$ cat src/rtl/uart_tx_pkg.sv
// uart_tx_pkg: shared FSM states, frame widths and baud divisor helper for uart_tx_sched.
// Frame width depends on UART_TX_SCHED_PARITY_EN.
package uart_tx_pkg;

    typedef enum logic [2:0] {IDLE, START, DATA, PARITY, STOP} state_e;

    localparam int DATA_BITS = 8;
`ifdef UART_TX_SCHED_PARITY_EN
    localparam int FRAME_BITS = 11;
`else
    localparam int FRAME_BITS = 10;
`endif

    function automatic int baud_count(input int clk_freq, input int baud);
        return clk_freq / baud;
    endfunction

endpackage

$ cat src/rtl/uart_tx_baud_tick.sv
// uart_tx_baud_tick: bit-period counter; tick_o marks the last cycle of each period.
// clr_i holds the counter at zero so every frame starts on a fresh period.
module uart_tx_baud_tick #(
    parameter int COUNT = 10
) (
    input  logic clk,
    input  logic reset_n,
    input  logic clr_i,
    output logic tick_o
);

    localparam int CW = COUNT > 1 ? $clog2(COUNT) : 1;

    logic [CW-1:0] cnt_q, cnt_d;

    assign tick_o = cnt_q == CW'(COUNT - 1);
    assign cnt_d  = (clr_i || tick_o) ? '0 : cnt_q + 1'b1;

    always_ff @(posedge clk or negedge reset_n) begin
        if (!reset_n) cnt_q <= '0;
        else          cnt_q <= cnt_d;
    end

endmodule

$ cat src/rtl/uart_tx_sched.sv
// uart_tx_sched: round-robin byte scheduler feeding an 8N1 UART transmitter.
// Define UART_TX_SCHED_PARITY_EN to append an even-parity bit (8E1 frame).
module uart_tx_sched
    import uart_tx_pkg::*;
#(
    parameter int NUM_REQ  = 4,
    parameter int CLK_FREQ = 100_000_000,
    parameter int BAUD     = 9600
) (
    input  logic                       clk,
    input  logic                       reset_n,
    input  logic [NUM_REQ-1:0]         req_valid,
    input  logic [NUM_REQ*8-1:0]       req_data,
    output logic [NUM_REQ-1:0]         req_ready,
    output logic                       tx,
    output logic                       tx_busy,
    output logic [$clog2(NUM_REQ)-1:0] grant_id
);

    localparam int IDW        = $clog2(NUM_REQ);
    localparam int BAUD_COUNT = baud_count(CLK_FREQ, BAUD);
`ifdef UART_TX_SCHED_PARITY_EN
    localparam state_e AFTER_DATA = PARITY;
`else
    localparam state_e AFTER_DATA = STOP;
`endif

    state_e         state_q, state_d;
    logic [7:0]     shift_q, shift_d;
    logic [2:0]     bit_q, bit_d;
    logic [IDW-1:0] grant_q, grant_d, last_q, last_d, sel;
    logic           armed_q, tick, xfer;

    uart_tx_baud_tick #(.COUNT(BAUD_COUNT)) u_baud (
        .clk    (clk),
        .reset_n(reset_n),
        .clr_i  (state_q == IDLE),
        .tick_o (tick)
    );

    // Scan downward so the nearest index after last_q is the one left in sel.
    always_comb begin
        sel = '0;
        for (int k = NUM_REQ; k >= 1; k--)
            if (req_valid[(int'(last_q) + k) % NUM_REQ]) sel = IDW'((int'(last_q) + k) % NUM_REQ);
    end

    // armed_q keeps req_ready quiet until the first edge after reset release.
    assign req_ready = (state_q == IDLE && armed_q) ? req_valid & (NUM_REQ'(1) << sel) : '0;
    assign xfer      = |req_ready;
    assign tx        = state_q == START  ? 1'b0 :
                       state_q == DATA   ? shift_q[bit_q] :
                       state_q == PARITY ? ^shift_q : 1'b1;
    assign tx_busy   = state_q != IDLE;
    assign grant_id  = grant_q;

    always_comb begin
        state_d = state_q;
        shift_d = shift_q;
        bit_d   = bit_q;
        grant_d = grant_q;
        last_d  = last_q;
        case (state_q)
            IDLE: if (xfer) begin
                state_d = START;
                shift_d = req_data[{sel, 3'b000} +: 8];
                bit_d   = '0;
                grant_d = sel;
                last_d  = sel;
            end
            START:  if (tick) state_d = DATA;
            DATA: if (tick) begin
                bit_d   = bit_q + 1'b1;
                state_d = bit_q == 3'(DATA_BITS - 1) ? AFTER_DATA : DATA;
            end
            PARITY: if (tick) state_d = STOP;
            STOP:   if (tick) state_d = IDLE;
            default: state_d = IDLE;
        endcase
    end

    always_ff @(posedge clk or negedge reset_n) begin
        if (!reset_n) begin
            state_q <= IDLE;
            shift_q <= '0;
            bit_q   <= '0;
            grant_q <= '0;
            last_q  <= IDW'(NUM_REQ - 1);
            armed_q <= 1'b0;
        end else begin
            state_q <= state_d;
            shift_q <= shift_d;
            bit_q   <= bit_d;
            grant_q <= grant_d;
            last_q  <= last_d;
            armed_q <= 1'b1;
        end
    end

endmodule

$ cat config.mk
export PLATFORM = sky130hd
export DESIGN_NAME = uart_tx_sched
export DESIGN_NICKNAME = d
export VERILOG_FILES = /design/src/rtl/uart_tx_pkg.sv /design/src/rtl/uart_tx_baud_tick.sv /design/src/rtl/uart_tx_sched.sv
export SDC_FILE = /design/constraint.sdc
export NUM_CORES = 1
export LEC_CHECK = 0
export ABC_AREA = 1
export BUFFER_PORTS_ARGS = -buffer_cell sky130_fd_sc_hd__buf_2
export CAP_MARGIN = 0
export CELL_PAD_IN_SITES_DETAIL_PLACEMENT = 1
export CELL_PAD_IN_SITES_GLOBAL_PLACEMENT = 1
export CORE_AREA = 5 5 86 88
export CTS_BUF_LIST = sky130_fd_sc_hd__clkbuf_16
export DETAILED_ROUTE_END_ITERATION = 7
export DIE_AREA = 0 0 91 93
export HOLD_SLACK_MARGIN = 0.02
export PLACE_DENSITY = 0.84
export SLEW_MARGIN = 20
export SYNTH_ARGS = -nofsm -noshare
export SYNTH_HDL_FRONTEND = slang
export SYNTH_HIERARCHICAL = 1
export SYNTH_SLANG_ARGS = --single-unit
$ cat constraint.sdc
create_clock -name clk -period 3.08 [get_ports clk]
set_clock_uncertainty 0.1 [all_clocks]
set_input_delay 0.924 -clock clk [delete_from_list [all_inputs] [get_ports clk]]
set_output_delay 0.924 -clock clk [all_outputs]
set_load 0.02 [all_outputs]
* Word-level counts from Yosys, hierarchy flattened
Cells that the tools add are included.
Word-level totals: flip-flop bits (word level) 33, bits of input ports 38, word-level logic and storage cells 83
Cells by class: add/subtract/negate cells 6, $lt $le $gt $ge 5, equal/unequal tests 11, shift operators 2, muxes and demuxes 33, bitwise logic cells 5, reductions and logical operators 14
Operators by type and width (count):
- $shiftx A32 B6 Y8 | 1
- $mux W3 | 8
- $lt A3 B4 Y1 const B | 5
- $pmux W3 S5 | 1
- $add A14 B1 Y14 const B | 1
- $eq A14 B14 Y1 const B | 1
- $mux W14 | 1
- $mux W1 | 12
- $bmux W1 S2 | 4
- $mux W2 | 4
- $ne A2 B1 Y1 const B | 4
- $reduce_or A2 Y1 | 4
- $reduce_xor A8 Y1 | 1
- $eq A3 B2 Y1 const B | 2
- $eq A3 B3 Y1 const B | 2
- $pmux W3 S2 | 1
- $reduce_and A5 Y1 | 1
- $add A2 B1 Y2 const B | 2
- $add A2 B2 Y2 const B | 2
- $and A1 B1 Y1 const A | 4
- $and A4 B4 Y4 | 1
- $mux W4 | 1
- $reduce_or A4 Y1 | 1
- $shl A1 B2 Y4 const A | 1
- 11 further kinds | 11

* Depth between registers and ports, before layout
depth after elaboration 16, depth in mapped cells 17, depth with buffers taken out 15

* Modules after synthesis
Netlist, hierarchy kept.
By module, submodules not included:
- uart_tx_sched | instances 1, cells an instance 266, area an instance 1739.2 um^2
- uart_tx_baud_tick | instances 1, cells an instance 110, area an instance 805.8 um^2

* Worst setup path after synthesis
OpenSTA, ideal clock, no wires.
path type in2out, start input req_valid[1], end output req_ready[2], arrival time 2.308 ns, data required time 2.056 ns, slack -0.252 ns, cell stages on the path 11, buffers on the path 2, cell sequence inv_1 -> nand2_1 -> nand2_1 -> nor2_4 -> a21oi_4 -> nand2_2 -> nand2_4 -> nand2_4 -> buf_6 -> buf_6 -> nor3_1
On the way: longest elaborated chain between the ends 10, elaborated cells on any way between the ends 19
Ends and longest elaborated chain:
- start, declared | RTL line uart_tx_sched.sv:12 | input logic [NUM_REQ-1:0] req_valid,
- $bmux W1 S2 | RTL line uart_tx_sched.sv:45 | if (req_valid[(int'(last_q) + k) % NUM_REQ]) sel = IDW'((int'(last_q) + k) % NUM_REQ);
- $mux W1 (implied by the code) (2 in series) | RTL line uart_tx_sched.sv:45
- $mux W2 (3 in series) | RTL line uart_tx_sched.sv:45
- $mux W2 (*) | RTL line uart_tx_sched.sv:45
- $shl A1 B2 Y4 (*) | RTL line uart_tx_sched.sv:49 | assign req_ready = (state_q == IDLE && armed_q) ? req_valid & (NUM_REQ'(1) << sel) : '0;
- $and A4 B4 Y4 (*) | RTL line uart_tx_sched.sv:49
- $mux W4 (*) | RTL line uart_tx_sched.sv:49
- end, declared | RTL line uart_tx_sched.sv:14 | output logic [NUM_REQ-1:0] req_ready,
Mark *: on every way between the ends. The rest lies on a longest branch, timed or not. The select of a mux whose other input is x is not followed.

* Worst setup path after layout
start input req_valid[3], end output req_ready[2]
Same word-level chain as after synthesis.

==> results.sh <==
export IMPL_n_antenna_cell=0
export IMPL_grt_pass1_vias=2760
export IMPL_core_area_um2=6569
export IMPL_cts_tree="done"
export IMPL_powerDensity_nw_per_um2=1098
export IMPL_dp_cells=506
export IMPL_worst_pin_slew_ns=0.7597
export IMPL_fin_cells=525
export IMPL_regArea_um2=828.3
export IMPL_yosysMostFrequentCell="nand2_1"
export IMPL_ys_warn_count=6
export IMPL_synth_ff_type="dfrtp_1"
export IMPL_avgViaCountPerCell=5.076
export IMPL_synth_area_um2=2545
export IMPL_avgSynthCellArea_um2=6.768
export IMPL_grt_max_degree=34
export IMPL_start_util=0.3874
export IMPL_peakVddDrop_v=0.0006566
export IMPL_highest_layer="met4"
export IMPL_via_count=2665
export IMPL_grt_pass1_wl_mm=12.69
export IMPL_yosys_top_cells_count="nand2_1, nor2_1, inv_1, dfrtp_1, nand3_1"
export IMPL_num_rows=30
export IMPL_period_needed_ns=3.141
export IMPL_place_hpwl_mm=5.293
export IMPL_htreeDepth=2
export IMPL_cts_buffer_depth=2
export IMPL_gp_routability_congestion=0.8642
export IMPL_cp_max_fo=5
export IMPL_p_int_uw=1766
export IMPL_clkTransAtPathRegs_ns=0.05
export IMPL_drt_initial_drc_count=132
export IMPL_period_share=1.020
export IMPL_p_comb_frac=0.673
export IMPL_ant_nets=0
export IMPL_area_growth_pct=29.30
export IMPL_die_area_um2=8463
export IMPL_finalSetupViolations=2
export IMPL_yosys_cell_types_count=31
export IMPL_startpoint="req_valid[3]"
export IMPL_cp_start_kind="input pin"
export IMPL_rr_startpoint="last_q[0]$_DFFE_PN1P_"
export IMPL_slew_headroom=0.4935
export IMPL_violations="setup timing"
export IMPL_rsz0062_at_grt="yes"
export IMPL_max_cap_violations=0
export IMPL_ys_seq_area_frac=0.3255
export IMPL_grt_usage=0.1798
export IMPL_cp_data_required_time_ns=2.06
export IMPL_die_height_um=93
export IMPL_syn_nets=418
export IMPL_port_buffer_count=45
export IMPL_hp_start="grant_id[1]$_DFFE_PN0P_"
export IMPL_yosys_area_top_type_share=0.3048
export IMPL_fillers=853
export IMPL_power_switching_share=0.5113
export IMPL_first_pass_iters=4
export IMPL_arrival_ns=2.12
export IMPL_ys_seq_elements=33
export IMPL_layout_drive_gt1_share=0.2921
export IMPL_fp_dieW_um=91
export IMPL_slew_viol_final=0
export IMPL_clk_latency_ns=0.28
export IMPL_setup_ws_ns=-0.06136
export IMPL_ys_async_sr_fraction=1.000
export IMPL_status="finished with violations"
export IMPL_route_detailed_drc=0
export IMPL_switching_power_uw=1848
export IMPL_wire_per_inst_um=15.69
export IMPL_max_freq_ghz=0.3183
export IMPL_routed_wl_mm=8.235
export IMPL_syn_inst=376
export IMPL_cp_end_kind="output pin"
export IMPL_dr_wl_met2_mm=4.511
export IMPL_synthTopCellsByArea="dfrtp_1, nand2_1, nor2_1, nand3_1, inv_1"
export IMPL_finalHoldViolCount=0
export IMPL_final_nets=486
export IMPL_clock_sink_count=33
export IMPL_criticalPathCategory="in -> out"
export IMPL_grt_antenna_before_repair=0
export IMPL_place_ws_ns=-0.1125
export IMPL_wl_met1_mm=3.414
export IMPL_grt_ovfl_total=0
export IMPL_multi_input_area_um2=1594
export IMPL_p_leak_uw=0.001724
export IMPL_io_pins=46
export IMPL_holdBufCountCts=0
export IMPL_cts_buffers=5
export IMPL_clkPwrFrac=0.131
export IMPL_seqPwrFrac=0.196
export IMPL_cts_root_buf="clkbuf_16"
export IMPL_hold_path_class="reg -> reg"
export IMPL_synth_edf_count=0
export IMPL_timing_hold_ws_ns=0.3885
export IMPL_route_met3_wl_um=175
export IMPL_synth_top_area_cell="dfrtp_1"
[layer usage]
layer | vias up | track usage
met5 | - | 0
li1 | 1312 | -
met2 | 30 | 0.3287
met4 | 0 | 0.04768
met1 | 1313 | 0.2172
met3 | 10 | 0.02977
[through the flow]
| stage | util | TNS, ns | area [um2] | power, uW |
|---|---|---|---|---|
| floorplan | - | -0.001849 | 2569 | 2311 |
| global placement | 0.4448 | -0.05487 | 2922 | 2724 |
| detailed placement | 0.4448 | -0.3200 | 2922 | 2827 |
| CTS | 0.4716 | -0.003407 | 3098 | 3394 |
| global route | 0.5010 | -0.4668 | 3291 | 3934 |
| finish | 0.5010 | -0.1121 | 3291 | 3614 |
[cells by family after synthesis]
logic type,Yosys count,synth area share
and+or+nand+nor,259,0.4779
adders and majority gates,4,0.01967
xor gates and xnor gates,14,0.04818
buffers and inverters,49,0.08849
AOI/OAI and AO/OA,16,0.03884
other,1,0.001474
DFF,33,0.3255
[registers in the layout, indices dropped and copies added (netlist names)]
| name | cells |
|---|---|
| grant_id | 2 |
| last_q | 2 |
| bit_q | 3 |
| shift_q | 8 |
| armed_q | 1 |
| state_q | 3 |
| u_baud/cnt_q | 14 |
[final timing paths]
kind,to,slack (ns),cells after the start
hold / removal,grant_id[1]$_DFFE_PN0P_,0.39,2
setup / recovery,req_ready[2],-0.06,12
setup reg to reg,shift_q[7]$_DFFE_PN0P_,0.61,17
hold reg to reg,grant_id[1]$_DFFE_PN0P_,0.39,2
min in group asynchronous,u_baud/cnt_q[10]$_DFF_PN0_,0.61,1
max in group asynchronous,u_baud/cnt_q[3]$_DFF_PN0_,1.78,1
[layout make-up]
cell class	instances	share of cell area
Sequential cell	33	0.2517
Tap cell	80	0.03042
Inverter	42	0.05399
Clock buffer	5	0.03802
Timing Repair Buffer	68	0.1380
Multi-Input combinational cell	294	0.4844
Clock inverter	3	0.003422
[cell usage in the layout, fill, tap and decap left out, drive strengths merged]
cell,synthesis,routed
nand3b,8,8
dfrtp,31,31
clkinv,1,1
a32o,1,1
xor2,6,6
a22oi,1,1
o21ai,5,5
nor3,3,3
nand3,32,32
inv,41,44
clkbuf,0,5
xnor2,8,8
ha,4,4
buf,7,68
a21oi,9,9
nor2,47,47
dfstp,2,2
nand2,158,158
or2,1,1
conb,1,1
nand4,10,10
[worst max-delay path, cell delays in order]
cell and delay, ns:
buf_6 0.09, inv_4 0.03, nand2_2 0.06, nand3_2 0.09
nand2_1 0.09, inv_1 0.06, nand2_2 0.11, nand2_2 0.09
nand2_4 0.13, nand2_8 0.09, nor3_4 0.19, buf_6 0.14
[power by group through the flow]
stage | registers (uW) | clock network, uW | logic, uW
2_1_floorplan | 691 | 0 | 1620
3_3_place_gp | 716 | 0 | 2010
3_5_place_dp | 723 | 0 | 2100
4_1_cts | 719 | 476 | 2200
5_1_grt | 729 | 508 | 2700
6_report | 710 | 473 | 2430
[timing repair]
| action | CTS | global route |
|---|---|---|
| gates resized for setup | 10 | 34 |
| cloned | 0 | 0 |
| buffers inserted | 1 | 10 |
| endpoints found under the setup margin | 4 | 4 |
| hold endpoints to repair | 0 | 0 |
| pin swaps | 1 | 8 |
No activity file was read; power rests on OpenSTA's default activity.
